**src/rtl/yoda_pkg.sv**
```systemverilog
// Shared types and constants for the code-entry front end.
// LOCKOUT_EN adds the LOCKED state to the FSM encoding.
package yoda_pkg;

    localparam int unsigned SYM_W      = 2;
    localparam int unsigned NUM_BTN    = 4;
    localparam int unsigned LOCK_FAILS = 3;
    localparam int unsigned LOCK_MULT  = 4;

    typedef enum logic [2:0] {
        StIdle,
        StEntry,
        StCheck,
        StShowOk,
        StShowErr
`ifdef LOCKOUT_EN
        , StLocked
`endif
    } state_t;

    // Counter width able to hold 0..n-1, never narrower than one bit.
    function automatic int unsigned cnt_w(input int unsigned n);
        return (n > 1) ? $clog2(n) : 1;
    endfunction

endpackage

```
**src/rtl/btn_debounce.sv**
```systemverilog
// One push-button: 2-FF synchroniser, debounce counter and a one-cycle
// pulse on each accepted 0->1 level change.
module btn_debounce
    import yoda_pkg::*;
#(
    parameter int unsigned DEBOUNCE_CYCLES = 1_000_000
) (
    input  logic clk,
    input  logic reset_in,
    input  logic btn_raw,
    output logic press
);

    localparam int unsigned CW = cnt_w(DEBOUNCE_CYCLES);

    logic          sync1;
    logic          sync2;
    logic          level;
    logic [CW-1:0] cnt;

    always_ff @(posedge clk) begin
        if (reset_in) begin
            sync1 <= 1'b0;
            sync2 <= 1'b0;
            level <= 1'b0;
            cnt   <= '0;
            press <= 1'b0;
        end else begin
            sync1 <= btn_raw;
            sync2 <= sync1;
            press <= 1'b0;
            // Any cycle agreeing with the accepted level restarts the count.
            if (sync2 == level) begin
                cnt <= '0;
            end else if (cnt == CW'(DEBOUNCE_CYCLES - 1)) begin
                level <= sync2;
                cnt   <= '0;
                press <= sync2;
            end else begin
                cnt <= cnt + 1'b1;
            end
        end
    end

endmodule

```
**config.mk**
```make
export PLATFORM = sky130hd
export DESIGN_NAME = btn_debounce
export DESIGN_NICKNAME = d
export VERILOG_FILES = /design/src/rtl/yoda_pkg.sv /design/src/rtl/btn_debounce.sv
export SDC_FILE = /design/constraint.sdc
export NUM_CORES = 1
export LEC_CHECK = 0
export ABC_AREA = 0
export CAP_MARGIN = 10
export CORE_MARGIN = 3
export CORE_UTILIZATION = 25
export CTS_BUF_LIST = sky130_fd_sc_hd__clkbuf_16
export CTS_CLUSTER_SIZE = 24
export DETAILED_ROUTE_END_ITERATION = 8
export PLACE_DENSITY_LB_ADDON = 0.05
export SYNTH_ARGS = -nofsm -noshare
export SYNTH_HDL_FRONTEND = slang
export SYNTH_SLANG_ARGS = --single-unit
```
**constraint.sdc**
```tcl
create_clock -name clk -period 2.45 [get_ports clk]
set_clock_uncertainty 0.05 [all_clocks]
set_input_delay 0.245 -clock clk [delete_from_list [all_inputs] [get_ports clk]]
set_output_delay 0.245 -clock clk [all_outputs]
set_load 0.01 [all_outputs]
```
==> results by group, run 1 <==
Run status
  • Outcome: completed

Worst setup path
  • Critical R2R Launch: cnt[0]
  • Worst Setup Path Type: flop to flop
  • R2r setup slk: 380 ps
  • CP startpoint kind: flop
  • R2R Path End: cnt[18]
  • Worst r2r path cells: 5
  • CP required: approximately 2600 ps
  • Critical path data arrival time: about 2200 ps
  • CP Max Fanout: 5
  • Worst setup EP type: flop

Synthesis
  • Mux share of post-synthesis cell area: 0.928%
  • Syn_area_per_cell: around 8.7 um^2
  • #FFs+latches synth: 24
  • Syn Std Cell Area: ~0.0011 mm^2
  • Cell variety after synth: 28
  • Sequential fraction of the synthesis area: between 40% and 50%
  • Post-synthesis xor/xnor area fraction: between 10% and 20%
  • Mapped Cells: 124
  • Syn Nets: roughly 130
  • Synthesis Warnings: 0
  • Post-Synth Simple-Gate Area: approximately a third
  • Synth Area in Compound Gates: 4.99%
  • Largest family of logic cells by synthesized area: simple AND/OR/NAND/NOR gates
  • Synth Area in Adders: under 10%

Clocking
  • Clock Root Buffer: clkbuf_16
  • Num CTS Buffers: 3
  • CTS tree: yes
  • Clock Tree Buf Depth: 2
  • Clock sink count: 24
  • Buffer count from post-CTS setup fixing: 0
  • Hold_buf cts: 0
  • Clock slew seen by the registers of the worst setup and hold paths: ~70 ps
  • Post_cts resized: 0
  • # H-tree levels: 1
  • Clk_lat worst skew: around 260 ps

Routing
  • WL/cell: roughly 12 um
  • Antenna Nets Post-Route: 0
  • # DRC: 0
  • Routed WL: 2180 um
  • Vias: 856
  • Post-DR vias/cell: 4.73
  • Initial DRC count: 16
  • Drt pass-1 iters: 4

Floorplanning
  • Rows: 23
  • Io pins: 4
  • Chip height: between 70 and 80 um
  • Starting Density: between 20% and 30%
  • Die Wd: between 70 and 80 um
  • Total core area: a little over 0.004 mm^2
  • Die Footprint: approximately 0.0051 mm^2

Global routing
  • Number of global-route vias before repair: about 800
  • Largest net degree at the start of global routing: 14
  • GRT Residual Overflow: 0
  • Antenna violations before repair: 0
  • First-pass GRT wire length: just under 4000 um
  • Total GRT Usage: 9.70%

Job
  • Max Cap Violations: 0

Timing
  • RSZ-0062 raised after global routing: false
  • Slew Limit Fails: 0
  • Worst rel slew slack: a little over three fifths
  • Setup_tns: 0 ps
  • # setup viols final: 0
  • Final cycle utilization of the critical path: around 84%
  • Fmax: around 480 MHz
  • Final min period: roughly 2100 ps
  • Worst-margin pin slew: between 500 and 600 ps
  • Hold Vio Cnt, Final: 0

Placement
  • Port Buf Inserts: 3
  • Post-DP HPWL: roughly 1600 um
  • GPL Wtd Cong: roughly 0.76

Finish
  • Fin nets: around 140
  • Core Util, Final: 30.7%
  • Diodes inserted: 0
  • Layout Area Growth over Synthesis: 16.2%
  • Layout cell share with drive strength beyond 1: 7.63%

Power
  • PD cells: 611 mW/mm^2
  • LEAKAGE: 0.341 nW
  • VDD IR max: around 210 uV

Hold path
  • Min-delay src: sync1
  • Worst Hold Class: flop to flop
  • Hold path endpoint: sync2
  • WHS Path Cells: 1
==> metrics by stage <==
stage | cell area, um^2 | setup WS (ps) | hold slack (ps) | power [mW] | std cells
finish | 1250 | 383 | 390 | 0.766 | 181
global route | 1250 | 215 | 403 | 0.800 | 181
CTS | 1250 | 397 | 396 | 0.777 | 181
detailed placement | 1170 | 425 | 380 | 0.414 | 177
global placement | 1170 | 558 | 370 | 0.414 | 177
floorplan | 1080 | 662 | 264 | 0.407 | 124
==> worst max-delay path by stage <==
stage                      start      end  slack, ps  cells past startpoint
final                     cnt[0]  cnt[18]        380                      5
after global routing      cnt[0]  cnt[18]        220                      5
after CTS                 cnt[0]  cnt[18]        400                      5
after detailed placement  cnt[0]  cnt[18]        430                      5
after global placement    cnt[0]  cnt[18]        560                      5
after floorplan           cnt[8]  cnt[17]        660                      4
==> cell usage in the layout, fill, tap and decap left out, drive strengths merged <==
| cell | instances |
|---|---|
| a21oi | 5 |
| and3 | 1 |
| buf | 2 |
| clkbuf | 3 |
| clkdlybuf4s50 | 3 |
| clkinv | 1 |
| dfxtp | 24 |
| ha | 1 |
| inv | 7 |
| mux2i | 1 |
| nand2 | 8 |
| nand3 | 6 |
| nand4 | 6 |
| nor2 | 20 |
| nor2b | 2 |
| nor3 | 5 |
| nor3b | 1 |
| nor4 | 6 |
| nor4b | 1 |
| nor4bb | 1 |
| o21ai | 2 |
| o31ai | 2 |
| or2 | 2 |
| or3 | 3 |
| or4 | 3 |
| xnor2 | 13 |
| xor2 | 2 |
==> where the power goes <==
group | switching [mW] | leakage [nW] | internal [mW]
sequential | 0.00119 | 0.194 | 0.392
clock | 0.143 | 0.0385 | 0.218
combinational | 0.00539 | 0.108 | 0.00605
==> flip-flops by register name (all words and copies together) (netlist names) <==
register and cells:
sync1 1, sync2 1, cnt 20, press 1, level 1
==> final cells by class <==
cell class	instances	area [um^2]
inverter	7	26.3
clock inverter	1	3.75
multi-input combinational	91	561
clock buffer	3	75.1
timing repair buffer	5	45.0
fill	458	2830
tap	50	62.6
sequential	24	480
==> layer usage <==
metal	global-route usage, %	wire length, um	up-vias
li1	-	-	449
met1	12.8	1110	396
met2	15.1	977	7
met3	2.10	54	4
met4	4.38	37	0
met5	0	0	-
==> Yosys cell counts (all sizes together) <==
| master | instances | area, um^2 |
|---|---|---|
| dfxtp | 24 | 480 |
| nor2 | 20 | 75.1 |
| xnor2 | 13 | 114 |
| nand2 | 8 | 30.0 |
| inv | 7 | 26.3 |
| nand3 | 6 | 30.0 |
| nand4 | 6 | 52.6 |
| nor4 | 6 | 37.5 |
| a21oi | 5 | 25.0 |
| nor3 | 5 | 25.0 |
| or3 | 3 | 18.8 |
| or4 | 3 | 26.3 |
| nor2b | 2 | 12.5 |
| o21ai | 2 | 13.8 |
| o31ai | 2 | 15.0 |
| or2 | 2 | 12.5 |
| xor2 | 2 | 17.5 |
| and3 | 1 | 6.26 |
| buf | 1 | 7.51 |
| clkbuf | 1 | 3.75 |
| ha | 1 | 12.5 |
| mux2i | 1 | 10.0 |
| nor3b | 1 | 7.51 |
| nor4b | 1 | 8.76 |
| nor4bb | 1 | 10.0 |
==> kinds of logic (layout without fill, tap and decap cells) <==
| kind of cell | count (synthesis) | after routing |
|---|---|---|
| and+or+nand+nor | 65 | 65 |
| DFF | 24 | 24 |
| buffers and inverters | 9 | 16 |
| muxes | 1 | 1 |
| adders and majority gates | 1 | 1 |
| xor gates and xnor gates | 15 | 15 |
| AOI/OAI and AO/OA | 9 | 9 |
==> worst max-delay path, stage by stage, from the launching register on <==
cell and delay, ps:
dfxtp_1 390, ha_1 250, nand4_1 230, nor4_1 580, mux2i_1 160, nor4b_1 300
No activity file was read; power rests on OpenSTA's default activity.
==> run 2: changes to the inputs <==
==> constraint.sdc (replaced) <==
create_clock -name clk -period 1.8 [get_ports clk]
set_clock_uncertainty 0.05 [all_clocks]
set_input_delay 0.18 -clock clk [delete_from_list [all_inputs] [get_ports clk]]
set_output_delay 0.18 -clock clk [all_outputs]
set_load 0.01 [all_outputs]
==> run 2 against run 1 <==
  * Hold slack worse by 3.5 ps
  * Sequential share of layout area down 3.6 points
  * Worst setup slack worse by 300 ps
  * Flip-flop and latch count unchanged
  * Maximum frequency up 20%
  * Global-route usage up 0.41 points
  * Wire length up 4.5%
  * Register-to-register slack worse by 300 ps
  * Die area unchanged
  * Utilization up 3.6 points
  * Critical endpoint is now cnt[17]
  * Highest routed layer unchanged
==> results by group, run 2 (synthesized netlist as in run 1, its figures left out) <==
Job
  • Max Cap Violations: 0

Worst setup path
  • Worst setup EP type: flop
  • Worst Setup Path Type: flop to flop
  • CP startpoint kind: flop
  • CP Max Fanout: 4
  • Critical path data arrival time: approximately 1900 ps
  • CP required: ~1900 ps

Clocking
  • Num CTS Buffers: 3
  • Clk_lat worst skew: ~250 ps
  • Hold_buf cts: 0
  • Clock slew seen by the registers of the worst setup and hold paths: around 60 ps
  • Buffer count from post-CTS setup fixing: 0
  • Clock sink count: 24
  • # H-tree levels: 1
  • Clock Tree Buf Depth: 2
  • CTS tree: yes
  • Clock Root Buffer: clkbuf_16

Timing
  • Final min period: 1720 ps
  • Worst-margin pin slew: ~320 ps
  • Fmax: ~580 MHz
  • Final cycle utilization of the critical path: between 90% and 100%
  • Slew Limit Fails: 0
  • Worst setup margin: 81.9 ps
  • Hold Vio Cnt, Final: 0
  • Worst rel slew slack: ~80%
  • # setup viols final: 0

Placement
  • Port Buf Inserts: 3
  • DP Worst Slack: 53.3 ps
  • Area of placed instances: between 0.001 and 0.0015 mm^2
  • Post-DP HPWL: 1800 um
  • GPL Wtd Cong: ~0.75

Floorplanning
  • Rows: 23
  • Die Footprint: just over 0.005 mm^2
  • Die Wd: around 72 um
  • Total core area: roughly 0.0041 mm^2
  • Chip height: around 72 um
  • Starting Density: between 20% and 30%
  • Io pins: 4

Finish
  • Largest Register: cnt
  • Commonest non-fill, non-tap cells in the layout: nor2_1, dfxtp_1, buf_4
  • Core Util, Final: between 30% and 40%
  • Layout Area Growth over Synthesis: 30.0%
  • Layout cell share with drive strength beyond 1: between 20% and 30%
  • Footprint of the multi-input gates: 579 um^2
  • Max reg flops: 20
  • Fillers: 444
  • Design area: around 0.0014 mm^2
  • Commonest non-fill, non-tap cell in the layout: nor2_1
  • Storage cell area: roughly 490 um^2
  • Diodes inserted: 0
  • Fin nets: ~150

Global routing
  • Number of global-route vias before repair: ~870
  • Antenna violations before repair: 0
  • GRT Residual Overflow: 0
  • Total GRT Usage: around 10%
  • Largest net degree at the start of global routing: 13
  • First-pass GRT wire length: between 4000 and 5000 um

Power
  • LEAKAGE: ~0.42 nW
  • PD cells: approximately 730 mW/mm^2
  • VDD IR max: roughly 420 uV

Routing
  • Vias: about 890
  • WL/cell: about 12 um
  • Routed WL: roughly 2300 um
  • Drt pass-1 iters: 2
  • # DRC: 0
  • Post-DR vias/cell: between 4 and 5
  • Antenna Nets Post-Route: 0
  • Initial DRC count: 29

Run status
  • Outcome: completed

Hold path
  • Worst Hold Class: flop to flop
==> run 2: per-layer routing <==
metal,GRT usage [%],part of all wire [%]
met2,16.2,47
met5,0,0
met1,13.3,50
met3,2.95,2.5
met4,2.51,1.2
==> run 2: worst max-delay path: stages (launching register included) <==
cell and delay [ps]:
dfxtp_2 360, nand4_4 100, or4_4 510, or4_1 500, a21oi_2 140
==> run 2: per-stage QoR <==
step	power (mW)	setup TNS, ps	std cells	hold WS, ps
2_1_floorplan	0.554	0	124	199
3_3_place_gp	0.564	0	194	369
3_5_place_dp	0.564	0	194	374
4_1_cts	1.05	0	197	389
5_1_grt	1.07	-111	197	421
6_report	1.03	0	197	387
==> run 2: what timing repair did <==
action                                  4_1_cts  5_1_grt
hold endpoints to repair                      0        0
gates resized for setup                       0        9
endpoints found under the setup margin        0       21
==> run 2: final timing paths <==
check                from      end  slack (ps)  cells after the start
setup reg to reg  cnt[10]  cnt[17]          80                      4
hold / removal      sync1    sync2         390                      1
setup / recovery  cnt[10]  cnt[17]          80                      4
hold reg to reg     sync1    sync2         390                      1
==> run 2: final cells by class <==
type | instances | area share, %
sequential | 24 | 34.7
tap | 50 | 4.46
inverter | 7 | 1.87
timing repair buffer | 22 | 12.3
multi-input combinational | 91 | 41.3
clock buffer | 3 | 5.35
==> run 2: report_power, final <==
group	internal (mW)	total [mW]	switching [mW]
clock	0.294	0.475	0.181
sequential	0.534	0.535	0.00106
combinational	0.00907	0.0171	0.00799
total	0.836	1.03	0.190
==> run 3: changes to the inputs <==
--- a/config.mk
+++ b/config.mk
@@ -13,6 +13,7 @@
 export CTS_CLUSTER_SIZE = 24
 export DETAILED_ROUTE_END_ITERATION = 8
 export PLACE_DENSITY_LB_ADDON = 0.05
+export SLEW_MARGIN = 30
 export SYNTH_ARGS = -nofsm -noshare
 export SYNTH_HDL_FRONTEND = slang
 export SYNTH_SLANG_ARGS = --single-unit
==> results of run 3 <==
Final layout, timing and power as in run 2 (identical DEF).
